File: src/rtl/i2s_dac_tx.sv
// I2S transmitter: one mono sample per LRCLK frame, sent on both L and R
// slots, MSB first after the one-BCLK I2S delay, zero-padded to slot end.
module i2s_dac_tx #(
  parameter int unsigned DATA_W = 16
) (
  input  logic              clk,
  input  logic              i_rst_n,
  input  logic              bclk_negedge,
  input  logic              lrclk_negedge,
  input  logic              lrclk_posedge,
  input  logic              i_valid,
  input  logic [DATA_W-1:0] i_audio,
  output logic              o_ready,
  output logic              o_dacdat,
  output logic              o_underflow,
  output logic              o_overrun
);

  localparam int unsigned CNT_W = $clog2(DATA_W);

  typedef enum logic [1:0] {IDLE, DELAY, SHIFT, PAD} state_t;

  state_t              state_q, state_d;
  logic [DATA_W-1:0]   hold_q, hold_d;
  logic                hold_full_q, hold_full_d;
  logic [DATA_W-1:0]   frame_q, frame_d;
  logic [DATA_W-1:0]   shift_q, shift_d;
  logic [CNT_W-1:0]    cnt_q, cnt_d;
  logic                dacdat_d;
  logic                underflow_d;
  logic                overrun_d;

  // Holding and frame register update; frame loads at the left slot start.
  always_comb begin
    hold_d      = hold_q;
    hold_full_d = hold_full_q;
    frame_d     = frame_q;
    underflow_d = 1'b0;
    overrun_d   = 1'b0;
    if (lrclk_negedge) begin
      if (hold_full_q) begin
        frame_d = hold_q;
        if (i_valid) begin
          hold_d = i_audio;
        end else begin
          hold_full_d = 1'b0;
        end
      end else if (i_valid) begin
        frame_d = i_audio;
      end else begin
        frame_d     = '0;
        underflow_d = 1'b1;
      end
    end else if (i_valid) begin
      hold_d      = i_audio;
      hold_full_d = 1'b1;
      overrun_d   = hold_full_q;
    end
  end

  // Slot sequencer: LRCLK strobes restart a slot, BCLK falls advance it.
  always_comb begin
    state_d  = state_q;
    shift_d  = shift_q;
    cnt_d    = cnt_q;
    dacdat_d = o_dacdat;
    if (lrclk_negedge) begin
      state_d  = DELAY;
      shift_d  = frame_d;
      dacdat_d = 1'b0;
    end else if (lrclk_posedge && (state_q != IDLE)) begin
      state_d  = DELAY;
      shift_d  = frame_q;
      dacdat_d = 1'b0;
    end else if (bclk_negedge) begin
      case (state_q)
        DELAY: begin
          dacdat_d = shift_q[DATA_W-1];
          shift_d  = {shift_q[DATA_W-2:0], 1'b0};
          cnt_d    = CNT_W'(DATA_W - 1);
          state_d  = SHIFT;
        end
        SHIFT: begin
          if (cnt_q == '0) begin
            dacdat_d = 1'b0;
            state_d  = PAD;
          end else begin
            dacdat_d = shift_q[DATA_W-1];
            shift_d  = {shift_q[DATA_W-2:0], 1'b0};
            cnt_d    = cnt_q - CNT_W'(1);
          end
        end
        default: dacdat_d = 1'b0;
      endcase
    end
  end

  // State and datapath registers.
  always_ff @(posedge clk or negedge i_rst_n) begin
    if (!i_rst_n) begin
      state_q     <= IDLE;
      hold_q      <= '0;
      hold_full_q <= 1'b0;
      frame_q     <= '0;
      shift_q     <= '0;
      cnt_q       <= '0;
      o_dacdat    <= 1'b0;
      o_ready     <= 1'b1;
      o_underflow <= 1'b0;
      o_overrun   <= 1'b0;
    end else begin
      state_q     <= state_d;
      hold_q      <= hold_d;
      hold_full_q <= hold_full_d;
      frame_q     <= frame_d;
      shift_q     <= shift_d;
      cnt_q       <= cnt_d;
      o_dacdat    <= dacdat_d;
      o_ready     <= ~hold_full_d;
      o_underflow <= underflow_d;
      o_overrun   <= overrun_d;
    end
  end

endmodule
File: config.mk
export PLATFORM = sky130hd
export DESIGN_NAME = i2s_dac_tx
export DESIGN_NICKNAME = d
export VERILOG_FILES = /design/src/rtl/i2s_dac_tx.sv
export SDC_FILE = /design/constraint.sdc
export NUM_CORES = 1
export LEC_CHECK = 0
export ABC_AREA = 0
export CAP_MARGIN = 20
export CORE_MARGIN = 10
export CORE_UTILIZATION = 51
export DETAILED_ROUTE_END_ITERATION = 8
export PLACE_DENSITY = 0.8
export SLEW_MARGIN = 20
export SYNTH_ARGS = -nofsm -noshare
export SYNTH_HDL_FRONTEND = slang
export SYNTH_SLANG_ARGS = --single-unit
File: constraint.sdc
create_clock -name clk -period 1.6 [get_ports clk]
set_input_delay 0.32 -clock clk [delete_from_list [all_inputs] [get_ports clk]]
set_output_delay 0.32 -clock clk [all_outputs]
set_load 0.03 [all_outputs]
* Word level (Yosys, flattened, before mapping)
Cells that the tools add are included.
** Storage, ports and cells
- Output and inout bits :: 4
- Word-level logic and storage cells :: 61
- Input bits :: 22
- Flip-flop bits (word level) :: 59
** Operators by class
- Bitwise logic cells :: 3
- Mux-type cells :: 32
- Reductions and logical operators :: 9
- Equality and inequality tests :: 6
- $add $sub $neg :: 1
** Operators by type and width (count)
- $mux W16 :: 10
- $pmux W16 S2 :: 1
- $mux W1 :: 13
- $mux W2 :: 4
- $ne A4 B4 Y1 const B :: 2
- $pmux W4 S2 :: 1
- $reduce_and A3 Y1 :: 2
- $reduce_and A5 Y1 :: 1
- $logic_not A4 Y1 :: 1
- $mux W4 :: 1
- $pmux W2 S2 :: 1
- $reduce_bool A2 Y1 :: 2
- $reduce_bool A4 Y1 :: 1
- $sub A4 B1 Y4 const B :: 1
- $not A1 Y1 :: 3
- $reduce_bool A3 Y1 :: 1
- $eq A2 B1 Y1 const B :: 1
- $eq A2 B2 Y1 const B :: 1
- $ne A2 B1 Y1 const B :: 1
- $ne A2 B2 Y1 const B :: 1
- $pmux W1 S2 :: 1
- $logic_and A1 B1 Y1 :: 1

* Logic depth before layout (Yosys ltp)
Gate-level depths: netlist of the first run.
- Word-level depth :: 6
- Depth in mapped cells :: 8
- Mapped depth without buffers :: 6

* Worst setup path before layout of the first run
Ideal clock, no wire load.
- Path kind :: register -> register
- Start point :: register state_q[0]
- End point :: register shift_q[10]
- Library setup time :: 132 ps
- Path buffers :: 1
- Data required time :: 1468 ps
- Clock period less this slack :: 1718 ps
- Setup slack :: -118 ps
- Arrival :: 1586 ps
- Cell stages (with the launch flop) :: 8
- Cell sequence :: dfrtp_1 -> inv_1 -> ha_1 -> and4bb_4 -> o21ai_4 -> buf_12 -> mux2i_1 -> o21bai_1
** On the way
- Cells in the longest elaborated chain, start to end :: 5
- Elaborated cells on any way between the ends :: 12
- Classes of those cells :: eq/ne (3); mux (4); reduce/logical (5)
** Ends and longest elaborated chain
- start, declared :: RTL line 23 : state_t state_q, state_d;
- start signal, assigned :: RTL line 112 : state_q <= state_d;
- $eq A2 B2 Y1 / $eq A2 B1 Y1 (equally long branches) :: RTL line 76 : case (state_q)
- $pmux W16 S2 :: RTL line 76
- $mux W16 :: RTL line 75 : end else if (bclk_negedge) begin
- $mux W16 :: RTL line 71 : end else if (lrclk_posedge && (state_q != IDLE)) begin
- $mux W16 :: RTL line 67 : if (lrclk_negedge) begin
- end signal, assigned :: RTL line 116 : shift_q <= shift_d;
- end, declared :: RTL line 27 : logic [DATA_W-1:0] shift_q, shift_d;
Several ways; a longest one is shown, not always the timed one. The select of a mux whose other input is x is not followed.
A chain may end at the register's enable or synchronous reset.

* Worst setup path in the final report of the first run
- Start point :: register state_q[1]
- End point :: register shift_q[7]
Same word-level chain as after synthesis.

==> run_results.csv, run 1 <==
group,metric,value,unit
outcome,status,"complete, but fails checks",
outcome,violations,"negative setup slack",
setup_path,path_cells,"buf_6 -> ha_4 -> and4bb_4 -> o21ai_4 -> buf_12 -> mux2i_1 -> mux2i_1",
timing,rsz0062_at_grt,"yes",
yosys,syn-num-nets,264,
setup_path,critPathTopFamily,"flip-flops",
grt,antenna_found_initial,0,
worst_hold_path,hp-class,"reg -> reg",
yosys,ys_types,41,
run,cap_violations,0,
grt,grt_pass1_wl,9860,um
grt,grt_util_all_layers,0.1404,
power,power_frac_clock,0.331,
yosys,synth.cell_area,0.002828,sq mm
setup_path,max_stage_delay,0.40,ns
clock_tree,clockRootBuffer,"clkbuf_8",
drt,antenna_left,0,
power,p_seq_frac,0.453,
floorplan,initial_core_util,0.5199,
placement,dp_cells,347,
setup_path,criticalPathCategory,"reg -> reg",
layout,finalInstanceArea,0.003704,sq mm
timing,fin_ws,-0.04886,ns
power,p_comb_frac,0.217,
grt,grt.overflow.total,0,
timing,slew-limit-headroom,0.7844,
layout,drive_gt1_frac,0.3254,
grt,grt_pass1_vias,2063,
timing,clock-skew-final,0.004940,ns
yosys,ys_ff_latch,59,
floorplan,core-area,0.005439,sq mm
placement,placed_area,0.003374,sq mm
grt,grt_max_degree,60,
yosys,seq_area_frac_synth,0.5226,
power,ir_worst_vdd,0.7339,mV
clock_tree,clk_pin_slew,0.06,ns
timing,hold_slack,0.4770,ns
setup_path,startpoint_type,"register",
floorplan,die_y,94.46,um
timing,period_share,1.031,
layout,fin_cells,367,
clock_tree,cts_tree,"built",
drt,firstDrtPassIters,4,
setup_path,cp_slowest_cell,"dfrtp_1",
power,internal_power,0.003008,W
drt,wire_per_inst,15.90,um
floorplan,dieArea,0.008923,sq mm
power,p_sw_frac,0.2583,
floorplan,dieWidth,94.46,um
timing,period_minus_slack,1.649,ns
timing,finalMaxSlewViolations,0,
placement,portBuffers,25,
drt,num_vias,2011,
timing,setup_violations,13,
yosys,yosysWarnings,0,
drt,drtIter0Drc,120,
setup_path,crit_top_cell,"mux2i_1",
floorplan,rows,27,
placement,preCtsSetupSlack,-0.2117,ns
power,power_density,1095,mW/mm^2
setup_path,cp_max_fo,7,
setup_path,end_kind,"register",
timing,fmax,0.6065,GHz
power,power_leakage,1.693,nW
yosys,syn_inst,238,
layout,antennaDiodeCount,0,
clock_tree,htree_num_levels,3,
clock_tree,clock_sinks,59,
timing,worst_pin_slew,0.3235,ns
placement,dp_hpwl,4021,um
clock_tree,clk-insertion-delay-late,0.33,ns
drt,via_per_inst,5.480,
setup_path,crit_buf_inv,2,
drt,drc_errors,0,
clock_tree,numCtsBuffers,9,
timing,report.final.hold_viol_count,0,
placement,gp_congestion,0.8243,
layout,layout.nets,316,
drt,finalWirelength,5837,um
setup_path,worstPathRequired,1.80,ns
layout,area_growth_syn_to_layout,30.97,%
floorplan,io_pins,26,
power,switching_power,0.001048,W
clock_tree,cts_buffer_depth,2,
setup_path,critPathArrivalTime,1.85,ns
yosys,syn_area_per_cell,11.88,sq um
-- logic make-up (layout without fill, tap and decap cells) --
kind of cell	count (synthesis)	count (layout)	share of synthesized area
AND/OR/NAND/NOR	45	45	0.07522
adder cells (fa/ha/maj)	4	4	0.01770
AO/OA/AOI/OAI	61	61	0.1593
buffers and inverters	21	78	0.04248
flip-flops	59	59	0.5226
multiplexers	48	48	0.1827
-- routing by layer --
layer / vias to the layer above / track usage / routed length [um]
met3: 9 / 0.05234 / 289
met4: 0 / 0.06733 / 76
li1: 974 / - / -
met1: 993 / 0.1801 / 2665
met2: 35 / 0.2048 / 2805
met5: - / 0 / 0
-- sequential cells by signal (all words and copies together), names as in the netlist --
| register | cells |
|---|---|
| frame_q | 16 |
| hold_q | 16 |
| shift_q | 16 |
| cnt_q | 4 |
| state_q | 2 |
| hold_full_q | 1 |
| o_dacdat | 1 |
| o_overrun | 1 |
| o_ready | 1 |
| o_underflow | 1 |
-- power by group through the flow --
stage                     combinational (W)  sequential, W  clock [W]
after floorplan                    0.000544        0.00183          0
after global placement             0.000796        0.00185          0
after detailed placement           0.000825        0.00186          0
after CTS                          0.000854        0.00183    0.00137
after global routing               0.000969        0.00186    0.00143
final                              0.000879        0.00184    0.00134
-- cell usage after synthesis, drive strengths merged --
library cell | number | share of area
a31oi | 1 | 0.0022
mux2 | 29 | 0.12
dfstp | 1 | 0.0093
o21ai | 5 | 0.014
or3 | 2 | 0.0044
and2 | 1 | 0.0022
buf | 8 | 0.025
a32oi | 1 | 0.0031
o2111ai | 1 | 0.0031
o21bai | 7 | 0.019
nor4 | 1 | 0.0022
nand2 | 13 | 0.017
a21oi | 10 | 0.018
a211oi | 1 | 0.0027
clkbuf | 6 | 0.0080
o21a | 4 | 0.011
nand4 | 2 | 0.0044
o211ai | 3 | 0.0080
o31a | 2 | 0.0066
ha | 4 | 0.018
mux2i | 19 | 0.067
and4bb | 1 | 0.0058
dfrtp | 58 | 0.51
a221o | 1 | 0.0035
a21boi | 1 | 0.0027
nor2b | 3 | 0.0066
inv | 7 | 0.0093
a22oi | 13 | 0.035
o31ai | 1 | 0.0027
nand2b | 2 | 0.0044
nor3 | 3 | 0.0053
o311a | 2 | 0.0080
nor2 | 17 | 0.023
a21o | 8 | 0.021
-- area by class of cell --
| cell class | count | area (sq um) |
|---|---|---|
| flip-flops and latches | 59 | 1478 |
| well taps | 72 | 90.09 |
| clock buffers | 14 | 162.7 |
| inverters | 7 | 26.28 |
| multi-input cells | 158 | 1340 |
| clock inverters | 2 | 35.03 |
| repair buffers | 55 | 571.8 |
| fillers | 407 | 1735 |
-- placed cells by master (no fill, tap or decap), types with 2 or more instances in the layout --
cell and n:
a21o_1 8, a21oi_1 10, a22oi_1 13, buf_12 6, buf_4 20, buf_6 2, clkbuf_1 3, clkbuf_8 11
clkdlybuf4s50_1 20, dfrtp_1 58, dlygate4sd2_1 3, ha_4 3, inv_1 4, inv_2 3, mux2_2 29, mux2i_1 18
nand2_1 12, nand4_1 2, nor2_1 17, nor2b_1 2, nor3_1 2, o211ai_1 3, o21a_1 4, o21ai_2 2
o21ai_4 2, o21bai_1 7, o311a_2 2
-- worst register-to-register path, stage by stage, from the launching register on --
cell,delay (ns)
dfrtp_1,0.40
buf_6,0.13
ha_4,0.16
and4bb_4,0.21
o21ai_4,0.19
buf_12,0.16
mux2i_1,0.19
mux2i_1,0.10
-- final timing paths --
| check | endpoint | from | cells after the start | slack [ns] |
|---|---|---|---|---|
| worst min-delay path | frame_q[10] | frame_q[10] | 1 | 0.48 |
| min in group asynchronous | hold_full_q | i_rst_n | 3 | 0.52 |
| worst max-delay path | shift_q[7] | state_q[1] | 7 | -0.05 |
| worst min register to register | frame_q[10] | frame_q[10] | 1 | 0.48 |
| max in group asynchronous | o_ready | i_rst_n | 3 | 0.80 |
| worst max register to register | shift_q[7] | state_q[1] | 7 | -0.05 |
-- timing repair --
item | 4_1_cts | 5_1_grt
pin swaps | 0 | 1
cloned | 1 | 0
endpoints found under the setup margin | 25 | 21
endpoints found under the hold margin | 54 | 0
hold buffers | 1 | 0
gates resized for setup | 11 | 15
buffers inserted | 2 | 0
-- stage by stage --
stage	TNS, ns	util	total power, W
5_1_grt	-1.500	0.6809	0.004264
6_report	-0.3826	0.6809	0.004056
3_5_place_dp	-5.123	0.6204	0.002684
2_1_floorplan	-0.2394	-	0.002378
4_1_cts	-0.3643	0.6692	0.004060
3_3_place_gp	-4.165	0.6204	0.002646
Note: power is estimated with default switching activity, not from simulation.
==> inputs of run 2 (changes only) <==
--- a/config.mk
+++ b/config.mk
@@ -8,10 +8,10 @@
 export ABC_AREA = 0
 export CAP_MARGIN = 20
 export CORE_MARGIN = 10
-export CORE_UTILIZATION = 51
+export CORE_UTILIZATION = 55
+export CTS_CLUSTER_SIZE = 12
 export DETAILED_ROUTE_END_ITERATION = 8
-export PLACE_DENSITY = 0.8
-export SLEW_MARGIN = 20
+export PLACE_DENSITY = 0.82
 export SYNTH_ARGS = -nofsm -noshare
 export SYNTH_HDL_FRONTEND = slang
 export SYNTH_SLANG_ARGS = --single-unit
==> constraint.sdc (replaced) <==
create_clock -name clk -period 2.1 [get_ports clk]
set_input_delay 0.42 -clock clk [delete_from_list [all_inputs] [get_ports clk]]
set_output_delay 0.42 -clock clk [all_outputs]
set_load 0.03 [all_outputs]
==> run 2 against run 1 <==
The run now ends clean. Sequential share of layout area increased by 3.9 points. First-iteration DRC count increased by 83%. Worst setup slack improved by 0.23 ns. Cell area decreased by 9.0%. Core utilization decreased by 1.2 points. Combinational power decreased by 34%. Clock skew increased by 0.0030 ns. Routed wire length decreased by 3.5%. Register-to-register slack improved by 0.36 ns. Largest power group unchanged.
==> run_results.csv, run 2 (synthesized netlist as in run 1, its figures left out) <==
group,metric,value,unit
timing,period_minus_slack,1.921,ns
power,internal_power,0.002100,W
grt,grt.overflow.total,0,
setup_path,startpoint_type,"register",
setup_path,ff2ff_setup_slack,0.31,ns
setup_path,max_stage_delay,0.66,ns
layout,drive_gt1_frac,0.2291,
drt,drtIter0Drc,219,
timing,finalMaxSlewViolations,0,
layout,antennaDiodeCount,0,
floorplan,dieWidth,91.70,um
grt,grt_util_all_layers,0.1449,
setup_path,rr_endpoint,"o_dacdat",
power,ir_worst_vdd,0.5376,mV
clock_tree,clock_sinks,59,
timing,timing.setup.tns,0,ns
layout,final_common_cell,"dfrtp_1",
timing,fmax,0.5205,GHz
clock_tree,cts_buffer_depth,2,
timing,report.final.hold_viol_count,0,
placement,gp_congestion,0.7764,
drt,antenna_left,0,
run,cap_violations,0,
drt,num_vias,1957,
clock_tree,htree_num_levels,3,
clock_tree,cts_hold_buf,0,
placement,dp_cells,329,
setup_path,end_kind,"output pin",
outcome,status,"finished clean",
layout,layout.nets,296,
grt,antenna_found_initial,0,
floorplan,die_y,91.70,um
layout,mostFrequentLayoutCells,"dfrtp_1, mux2_2, clkdlybuf4s50_1",
drt,via_per_inst,5.672,
drt,drc_errors,0,
drt,wl_met3,343,um
setup_path,critPathArrivalTime,1.50,ns
layout,reg_top3,"frame_q: 16 flops, hold_q: 16 flops, shift_q: 16 flops",
power,power_density,859.5,mW/mm^2
layout,area_growth_syn_to_layout,19.25,%
timing,setup_violations,0,
clock_tree,clockRootBuffer,"clkbuf_8",
power,power_leakage,1.540,nW
floorplan,io_pins,26,
clock_tree,post_cts_resized,0,
power,p_comb_frac,0.199,
floorplan,rows,26,
setup_path,criticalPathCategory,"reg -> out",
setup_path,r2r_cells,6,
power,power_frac_clock,0.319,
power,p_sw_frac,0.2754,
grt,grt_pass1_wl,9908,um
grt,grt_pass1_vias,2055,
clock_tree,clk-insertion-delay-late,0.34,ns
drt,dr.max_layer_used,"met4",
floorplan,initial_core_util,0.5608,
setup_path,crit_buf_inv,1,
placement,portBuffers,25,
drt,wire_per_inst,16.32,um
setup_path,path_cells,"clkdlybuf4s50_1",
setup_path,cp_max_fo,1,
clock_tree,cts_setup_buffers,0,
setup_path,r2r_start,"cnt_q[0]",
power,finalPower,0.002898,W
worst_hold_path,hp-class,"in -> async",
drt,firstDrtPassIters,4,
timing,clock-skew-final,0.007891,ns
placement,dp_hpwl,3866,um
layout,fin_cells,345,
power,switching_power,0.0007982,W
setup_path,path_depth,1,
power,p_seq_frac,0.482,
floorplan,core-area,0.005042,sq mm
setup_path,cp_slowest_cell,"clkdlybuf4s50_1",
setup_path,critPathTopFamily,"buffers and inverters",
timing,period_share,0.9149,
drt,drt-met1-wl,2474,um
clock_tree,numCtsBuffers,9,
drt,finalWirelength,5630,um
timing,rsz0062_at_grt,"no",
timing,worst_pin_slew,0.5881,ns
setup_path,worstPathRequired,1.68,ns
grt,grt_max_degree,60,
clock_tree,cts_tree,"built",
floorplan,dieArea,0.008409,sq mm
clock_tree,clk_pin_slew,0.06,ns
timing,slew-limit-headroom,0.6072,
drt,wl_met2,2707,um
## run 2: changes by cell type in the layout (fill, tap and decap cells not counted), moves of 3 or more
cell / before / now
ha_1: 0 / 4
clkdlybuf4s50_1: 20 / 24
ha_4: 3 / 0
dlygate4sd2_1: 3 / 0
buf_4: 20 / 6
o21ai_0: 0 / 3
## run 2: worst max-delay path by stage
stage	from	endpoint	slack, ns
after global placement	lrclk_posedge	cnt_q[0]	0.09
after floorplan	state_q[0]	shift_q[10]	0.38
after CTS	o_ready	o_ready	0.16
final	o_ready	o_ready	0.18
after detailed placement	lrclk_posedge	cnt_q[2]	0.07
after global routing	cnt_q[0]	o_dacdat	0.08
## run 2: power groups by stage
stage / Sequential [W] / Clock, W / Combinational, W
5_1_grt: 0.00142 / 0.00100 / 0.000639
3_3_place_gp: 0.00141 / 0 / 0.000555
6_report: 0.00140 / 0.000923 / 0.000578
2_1_floorplan: 0.00140 / 0 / 0.000402
4_1_cts: 0.00140 / 0.000939 / 0.000585
3_5_place_dp: 0.00142 / 0 / 0.000577
## run 2: metrics by stage
| stage | hold WS (ns) | cell area, sq um | setup slack, ns | util |
|---|---|---|---|---|
| floorplan | 0.1244 | 2828 | 0.3823 | - |
| global placement | 0.4442 | 3192 | 0.08541 | 0.6330 |
| detailed placement | 0.4468 | 3192 | 0.07247 | 0.6330 |
| CTS | 0.08438 | 3372 | 0.1594 | 0.6687 |
| global route | 0.09226 | 3372 | 0.08431 | 0.6687 |
| finish | 0.07726 | 3372 | 0.1787 | 0.6687 |
## run 2: final cells by class
| cell class | count | area (sq um) |
|---|---|---|
| clock inverters | 4 | 25.02 |
| repair buffers | 35 | 370.4 |
| clock buffers | 12 | 155.1 |
| flip-flops and latches | 59 | 1478 |
| well taps | 70 | 87.58 |
| fillers | 377 | 1670 |
| inverters | 7 | 26.28 |
| multi-input cells | 158 | 1230 |
## run 2: routing by layer
layer	track usage	vias to the layer above
met5	0	-
met4	0.06941	0
met3	0.04319	9
met2	0.2210	54
met1	0.1845	967
li1	-	927
